`src/rtl/frame_source_scheduler.sv`:
```
// rtl/frame_source_scheduler.sv - frame-aligned zero-latency arbiter from several pixel streams to one VGA sink.
// Optional frame length checker enabled by FRAME_LENGTH_CHECK_EN.
module frame_source_scheduler #(
    parameter int NumSources = 3,
    parameter int DataWidth  = 3,
    parameter int NumPixels  = 640*480,
    localparam int SelWidth  = (NumSources > 1) ? $clog2(NumSources) : 1
) (
    input  logic                            clk,
    input  logic                            reset,
    input  logic [SelWidth-1:0]             sel,
    input  logic [NumSources*DataWidth-1:0] in_data,
    input  logic [NumSources-1:0]           in_valid,
    input  logic [NumSources-1:0]           in_startofpacket,
    input  logic [NumSources-1:0]           in_endofpacket,
    output logic [NumSources-1:0]           in_ready,
    output logic [DataWidth-1:0]            out_data,
    output logic                            out_valid,
    output logic                            out_startofpacket,
    output logic                            out_endofpacket,
    input  logic                            out_ready,
    output logic [SelWidth-1:0]             active_sel,
    output logic                            syncing
`ifdef FRAME_LENGTH_CHECK_EN
    ,
    output logic                            length_error
`endif
);

    typedef enum logic {SYNC = 1'b0, STREAM = 1'b1} state_t;

    localparam logic [SelWidth:0] NumSrcW = NumSources[SelWidth:0];

    state_t              state_q, state_d;
    logic [SelWidth-1:0] active_sel_q, active_sel_d;
    logic [SelWidth-1:0] pending_sel_q, pending_sel_d;
    logic                pending_q, pending_d;

    logic [DataWidth-1:0] cur_data;
    logic                 cur_valid, cur_sop, cur_eop;
    logic                 sync_fwd, act_ready, handshake, sel_ok;

    always_comb begin
        cur_data  = '0;
        cur_valid = 1'b0;
        cur_sop   = 1'b0;
        cur_eop   = 1'b0;
        for (int i = 0; i < NumSources; i++) begin
            if (active_sel_q == SelWidth'(i)) begin
                cur_data  = in_data[i*DataWidth +: DataWidth];
                cur_valid = in_valid[i];
                cur_sop   = in_startofpacket[i];
                cur_eop   = in_endofpacket[i];
            end
        end
    end

    // In SYNC only a start-of-frame beat is offered to the sink; everything else is drained.
    assign sync_fwd  = (state_q == SYNC) && cur_valid && cur_sop;
    assign act_ready = ((state_q == STREAM) || sync_fwd) ? out_ready : 1'b1;

    assign out_data          = cur_data;
    assign out_valid         = !reset && ((state_q == STREAM) ? cur_valid : sync_fwd);
    assign out_startofpacket = out_valid && cur_sop;
    assign out_endofpacket   = out_valid && cur_eop;
    assign handshake         = out_valid && out_ready;

    always_comb begin
        in_ready = '0;
        for (int i = 0; i < NumSources; i++) begin
            if (!reset && (active_sel_q == SelWidth'(i))) begin
                in_ready[i] = act_ready;
            end
        end
    end

    assign sel_ok     = ({1'b0, sel} < NumSrcW);
    assign active_sel = active_sel_q;
    assign syncing    = (state_q == SYNC);

    // pending_q always equals (pending_sel_q != active_sel_q); pending_sel_q is the last legal request.
    always_comb begin
        state_d       = state_q;
        active_sel_d  = active_sel_q;
        pending_d     = pending_q;
        pending_sel_d = pending_sel_q;
        if (sel_ok) begin
            pending_sel_d = sel;
            pending_d     = (sel != active_sel_q);
        end
        case (state_q)
            SYNC: begin
                if (handshake) begin
                    state_d = STREAM;
                end else begin
                    active_sel_d = pending_sel_d;
                    pending_d    = 1'b0;
                end
            end
            STREAM: begin
                if (handshake && cur_eop && pending_q) begin
                    state_d      = SYNC;
                    active_sel_d = pending_sel_q;
                    pending_d    = sel_ok && (sel != pending_sel_q);
                end
            end
            default: state_d = SYNC;
        endcase
    end

    always_ff @(posedge clk or posedge reset) begin
        if (reset) begin
            state_q       <= SYNC;
            active_sel_q  <= '0;
            pending_q     <= 1'b0;
            pending_sel_q <= '0;
        end else begin
            state_q       <= state_d;
            active_sel_q  <= active_sel_d;
            pending_q     <= pending_d;
            pending_sel_q <= pending_sel_d;
        end
    end

`ifdef FRAME_LENGTH_CHECK_EN
    localparam int CntWidth = (NumPixels > 1) ? $clog2(NumPixels) : 1;
    localparam logic [CntWidth-1:0] LastIdx = CntWidth'(NumPixels - 1);

    logic [CntWidth-1:0] beat_cnt_q, beat_cnt_d;
    logic                len_err_q, len_err_d;

    always_comb begin
        beat_cnt_d = beat_cnt_q;
        len_err_d  = len_err_q;
        if (handshake) begin
            if (out_startofpacket) begin
                beat_cnt_d = '0;
                if (out_endofpacket && (LastIdx != '0)) begin
                    len_err_d = 1'b1;
                end
            end else if (beat_cnt_q == LastIdx) begin
                len_err_d = 1'b1;
            end else begin
                beat_cnt_d = beat_cnt_q + 1'b1;
                if (out_endofpacket && (beat_cnt_d != LastIdx)) begin
                    len_err_d = 1'b1;
                end
            end
        end
    end

    always_ff @(posedge clk or posedge reset) begin
        if (reset) begin
            beat_cnt_q <= '0;
            len_err_q  <= 1'b0;
        end else begin
            beat_cnt_q <= beat_cnt_d;
            len_err_q  <= len_err_d;
        end
    end

    assign length_error = len_err_q;
`endif

endmodule

```
`config.mk`:
```
export PLATFORM = sky130hd
export DESIGN_NAME = frame_source_scheduler
export DESIGN_NICKNAME = d
export VERILOG_FILES = /design/src/rtl/frame_source_scheduler.sv
export SDC_FILE = /design/constraint.sdc
export NUM_CORES = 1
export LEC_CHECK = 0
export BUFFER_PORTS_ARGS = -buffer_cell sky130_fd_sc_hd__buf_2
export CORE_AREA = 5 5 44 46
export CTS_CLUSTER_DIAMETER = 50
export DETAILED_ROUTE_END_ITERATION = 8
export DIE_AREA = 0 0 49 51
export GPL_ROUTABILITY_DRIVEN = 0
export PLACE_DENSITY = 0.82
export SLEW_MARGIN = 0
export SYNTH_ARGS = -nofsm -noshare
export SYNTH_HDL_FRONTEND = slang
export SYNTH_SLANG_ARGS = --single-unit
export TNS_END_PERCENT = 30
```
`constraint.sdc`:
```
create_clock -name clk -period 2 [get_ports clk]
set_input_delay 0.4 -clock clk [delete_from_list [all_inputs] [get_ports clk]]
set_output_delay 0.4 -clock clk [all_outputs]
set_load 0.01 [all_outputs]
```
* Word-level counts from Yosys, hierarchy flattened *
Index checks and enable logic that the tools add are counted.

storage, ports and cells
  flip-flop bits (word level) = 6
  logic and storage cells = 56

operators by class
  mux-type cells = 28
  magnitude comparators = 1
  reduce and logical (&&, ||, !) cells = 16
  bitwise gates (word level) = 1
  eq/ne operators = 6

operators by type and width
  operator              number
  $mux W1               19
  $logic_and A1 B1 Y1   12
  $mux W3               3
  $mux W2               3
  $ne A2 B2 Y1          2
  $pmux W1 S2           2
  $pmux W2 S2           1
  $eq A2 B1 Y1 const B  1
  $eq A2 B2 Y1 const B  1
  $logic_not A2 Y1      1
  $lt A2 B2 Y1 const B  1
  $ne A2 B1 Y1 const B  1
  $ne A2 B2 Y1 const B  1
  $reduce_and A2 Y1     1
  $logic_not A1 Y1      1
  $logic_or A1 B1 Y1    1
  $not A1 Y1            1

* Depth between registers and ports, before layout *
  depth after elaboration = 13
  gate-level depth with buffers = 7

* Worst setup path after synthesis *
No wires, ideal clock.

  path kind = flip-flop to output port
  from = register active_sel_q[0], in the netlist active_sel[0]
  to = output port in_ready[0]
  stages on the path, launching flop included = 7
  arrival = 1.433 ns
  setup slack = 0.167 ns
  data required time = 1.600 ns
  cell sequence = dfrtp_1 > buf_6 > mux2i_1 > o2bb2ai_4 > a21oi_1 > o21ai_1 > nor3_1

between the ends
  word-level cells in the longest chain between the ends = 9
  elaborated cells between the ends (all ways) = 15
  classes of those cells = 2 x eq/ne; 8 x mux; 5 x reduce/logical

RTL lines
  element                           line    text
  start, declared                   35      logic [SelWidth-1:0] active_sel_q, active_sel_d;
  start signal, assigned            119     active_sel_q <= active_sel_d;
  $logic_not A2 Y1                  49, 71
  $mux W1 (3 in a row)              49      if (active_sel_q == SelWidth'(i)) begin
  $logic_and A1 B1 Y1 (2 in a row)  59      assign sync_fwd = (state_q == SYNC) && cur_valid && cur_sop;
  $logic_or A1 B1 Y1                60      assign act_ready = ((state_q == STREAM) || sync_fwd) ? out_ready : 1'b1;
  $mux W1                           60
  $mux W1 (*)                       71      if (!reset && (active_sel_q == SelWidth'(i))) begin
  end, declared                     16      output logic [NumSources-1:0] in_ready,

Mark *: on every way between the ends. The rest lies on a longest branch, timed or not.

* Worst setup path in the final report *
Ends and elaborated chain as after synthesis.

==> reports/summary.txt <==
STATUS
---------------------------------------------------------------------------
Outcome ...................................................... finished, final reports clean

WORST SETUP PATH
---------------------------------------------------------------------------
Crit path DAT ................................................      1600 ps
Highest fanout seen on the critical path .....................            6
Critical path class ..........................................      reg2out
Required time at the endpoint of the critical path ...........      1600 ps
Type of destination of the critical path ..................... primary output
Category of the worst setup path launch point ................         flop

ROUTE
---------------------------------------------------------------------------
Detailed Routing Iterations Pass 1 ...........................            6
Number of vias per cell ......................................        5.467
Final ANT Viol Nets ..........................................            0
DRC Markers ..................................................            0
Total Wirelength .............................................     1.839 mm
Vias after detailed routing ..................................          656
Average wire per standard cell ...............................     15.33 µm
Detailed router's first-iteration violation count ............           12

SYNTHESIS
---------------------------------------------------------------------------
Synth warnings ...............................................            0
Net count after synthesis ....................................           85
Post-Synthesis Cells .........................................           62
Average cell area after synthesis ............................    9.646 µm²
Part of the Yosys area used for sequential elements ..........       25.10%
Number of flip-flops and latches in the synthesized netlist ..            6
Mapped Area ..................................................    598.1 µm²
Post-synthesis cell type count ...............................           28

CLOCK NETWORK
---------------------------------------------------------------------------
CTS H-Tree Depth .............................................            1
TritonCTS clock tree .........................................        built
Clock tree root buffer cell ..................................     clkbuf_4
Sinks on the clock net .......................................            6
Clock buffers created by TritonCTS ...........................            3
Worst-case clock buffer depth ................................            2
Clk Latency, worst-skew pair .................................       260 ps
Clock Pin Slew Worst Setup and Hold Paths ....................        50 ps

FLOORPLANNING
---------------------------------------------------------------------------
Core Region ..................................................     1471 µm²
Number of top-level pins .....................................           35
Count of standard-cell rows ..................................           14
Area enclosed by the die boundary ............................     2499 µm²
X dimension of the die .......................................        49 µm
Effective utilization at floorplan ...........................       40.65%
Die Y ........................................................        51 µm

TIMING
---------------------------------------------------------------------------
Slew margin rel. .............................................       72.49%
Slew of the pin with the lowest slew margin ..................     411.7 ps
Highest attainable clock frequency ...........................    500.4 MHz
Pins over their slew limit ...................................            0
Final hold violation count ...................................            0
Clk_skew .....................................................     11.91 ps
Post-route clock period utilization ..........................       99.91%
Count of endpoints failing setup in the final report .........            0
Worst Slack Setup Final ......................................     1.776 ps
Final worst hold slack .......................................     26.04 ps
Period minus WS final ........................................      1998 ps
Total negative setup slack ...................................         0 ps
RSZ-0062 raised after global routing .........................          yes

PWR
---------------------------------------------------------------------------
Leakage dissipation .......................................... 0.0004753 µW
Power per Cell Area ..........................................  1249 nW/µm²
IR Drop Worst-Case VDD .......................................    0.7953 mV

FINISH
---------------------------------------------------------------------------
Area added between synthesis and finish ......................       45.82%
Total inserted antenna cells .................................            0
Nets .........................................................          129
Utilization after layout .....................................       59.27%
Fillers ......................................................          135
Most common cell after layout, fill and taps aside ...........        buf_2
Fraction of layout instances using a drive strength above 1 ..       53.85%
Highest-count cells in the layout ignoring fill and taps ..... buf_2 (34), mux2i_1 (13), buf_4 (8), dfrtp_1 (5)
Post-route cell area .........................................    872.1 µm²

GLOBAL ROUTING
---------------------------------------------------------------------------
Global router's overall resource usage .......................       14.98%
Number of global-route vias before repair ....................          629
Antenna violations before repair .............................            0
Maximum number of pins on one net before global-route repair .           15
Sum of overflow across all layers after global routing .......            0
Wire length of the first global-routing pass .................     2.863 mm

PLACEMENT
---------------------------------------------------------------------------
Pre-CTS WS ...................................................     96.68 ps
HPWL after detailed placement ................................     1.363 mm
Placed cell area .............................................    790.8 µm²
I/O Buffers ..................................................           34

JOB
---------------------------------------------------------------------------
Max cap viols ................................................            0

WORST HOLD PATH
---------------------------------------------------------------------------
Hold crit path type ..........................................     in2async

[through the flow]
stage / power [µW] / cells
global placement: 834.3 / 113
floorplan: 674.6 / 62
finish: 1090 / 120
CTS: 1082 / 120
global route: 1160 / 120
detailed placement: 861.6 / 113
[per-layer routing]
| metal | wire, µm | GRT usage, % | share of wire [%] |
|---|---|---|---|
| met5 | 0 | 0 | 0 |
| met4 | 53 | 8.520 | 2.9 |
| met3 | 94 | 5.233 | 5.1 |
| met2 | 982 | 26.30 | 53 |
| met1 | 710 | 15.51 | 39 |
[flip-flops by register name, indices dropped and copies added, names as in the netlist]
name and count:
active_sel 2, pending_q 1, pending_sel_q 2, state_q 1
[power by group]
group          total [µW]  internal [µW]  switching, µW
clock                 118           68.3           49.6
sequential            224            165           59.0
combinational         748            362            386
total                1090            596            494
[cells in the mapped netlist]
cell	count	share of area, %
nand4_4	1	3.6
a21boi_0	2	2.5
buf_6	2	3.8
nor2b_1	1	1.0
nor3_1	1	0.84
o21ai_1	2	1.7
nand2_1	4	2.5
and2b_4	1	1.7
a21oi_1	3	2.5
dfrtp_1	6	25
o22ai_1	1	1.0
nand4_1	1	1.0
o21ai_0	4	3.3
nand3b_1	1	1.3
nor2_1	2	1.3
nand2b_1	1	1.0
nor3b_2	1	2.1
inv_1	4	2.5
o2bb2ai_2	1	2.5
a22oi_1	1	1.3
nand3_2	1	1.7
and2_1	1	1.0
o211a_1	1	1.7
xnor2_1	1	1.5
and3_1	1	1.0
buf_2	1	0.84
o2bb2ai_4	1	4.6
mux2i_1	15	25
[final cells by class]
class                           instances  area (µm²)  area share [%]
Timing Repair Buffer                   42       230.2           26.40
Multi-Input combinational cell         49       432.9           49.64
Tap cell                               16       20.02           2.296
Inverter                                4       15.01           1.722
Clock buffer                            3       22.52           2.582
Sequential cell                         6       151.4           17.36
[worst max-delay path: stages, from the launching register on]
cell and delay [ps]:
dfrtp_2 450, and2b_4 310, o2bb2ai_4 140, a21oi_2 70, o21ai_2 170, nor3_1 60, buf_2 140
[what timing repair did]
action / 4_1_cts / 5_1_grt
pin swaps: 5 / 1
setup endpoints to repair: 4 / 5
setup buffers: 4 / 0
hold buffers: 0 / 0
endpoints found under the hold margin: 0 / 0
resized for setup: 6 / 0
[kinds of logic after synthesis]
| kind of cell | after synthesis | synth area share [%] |
|---|---|---|
| flops | 6 | 25.10 |
| mux | 15 | 25.10 |
| simple gates | 17 | 20.09 |
| buf+inv | 7 | 7.111 |
| compound gates | 16 | 21.13 |
| xor+xnor | 1 | 1.465 |
[worst paths after layout]
path | cells after the start | end | slack, ps | from
max in group asynchronous | 3 | active_sel[0]$_DFFE_PP0P_ | 1630 | reset
setup / recovery | 6 | in_ready[0] | 2 | active_sel[0]$_DFFE_PP0P_
hold / removal | 2 | pending_q$_DFF_PP0_ | 30 | reset
min in group clk | 2 | pending_sel_q[1]$_DFF_PP0_ | 460 | sel[0]
hold reg to reg | 1 | pending_q$_DFF_PP0_ | 590 | state_q$_DFF_PP0_
setup reg to reg | 6 | active_sel[0]$_DFFE_PP0P_ | 370 | active_sel[0]$_DFFE_PP0P_
(Power assumes the default switching activity.)
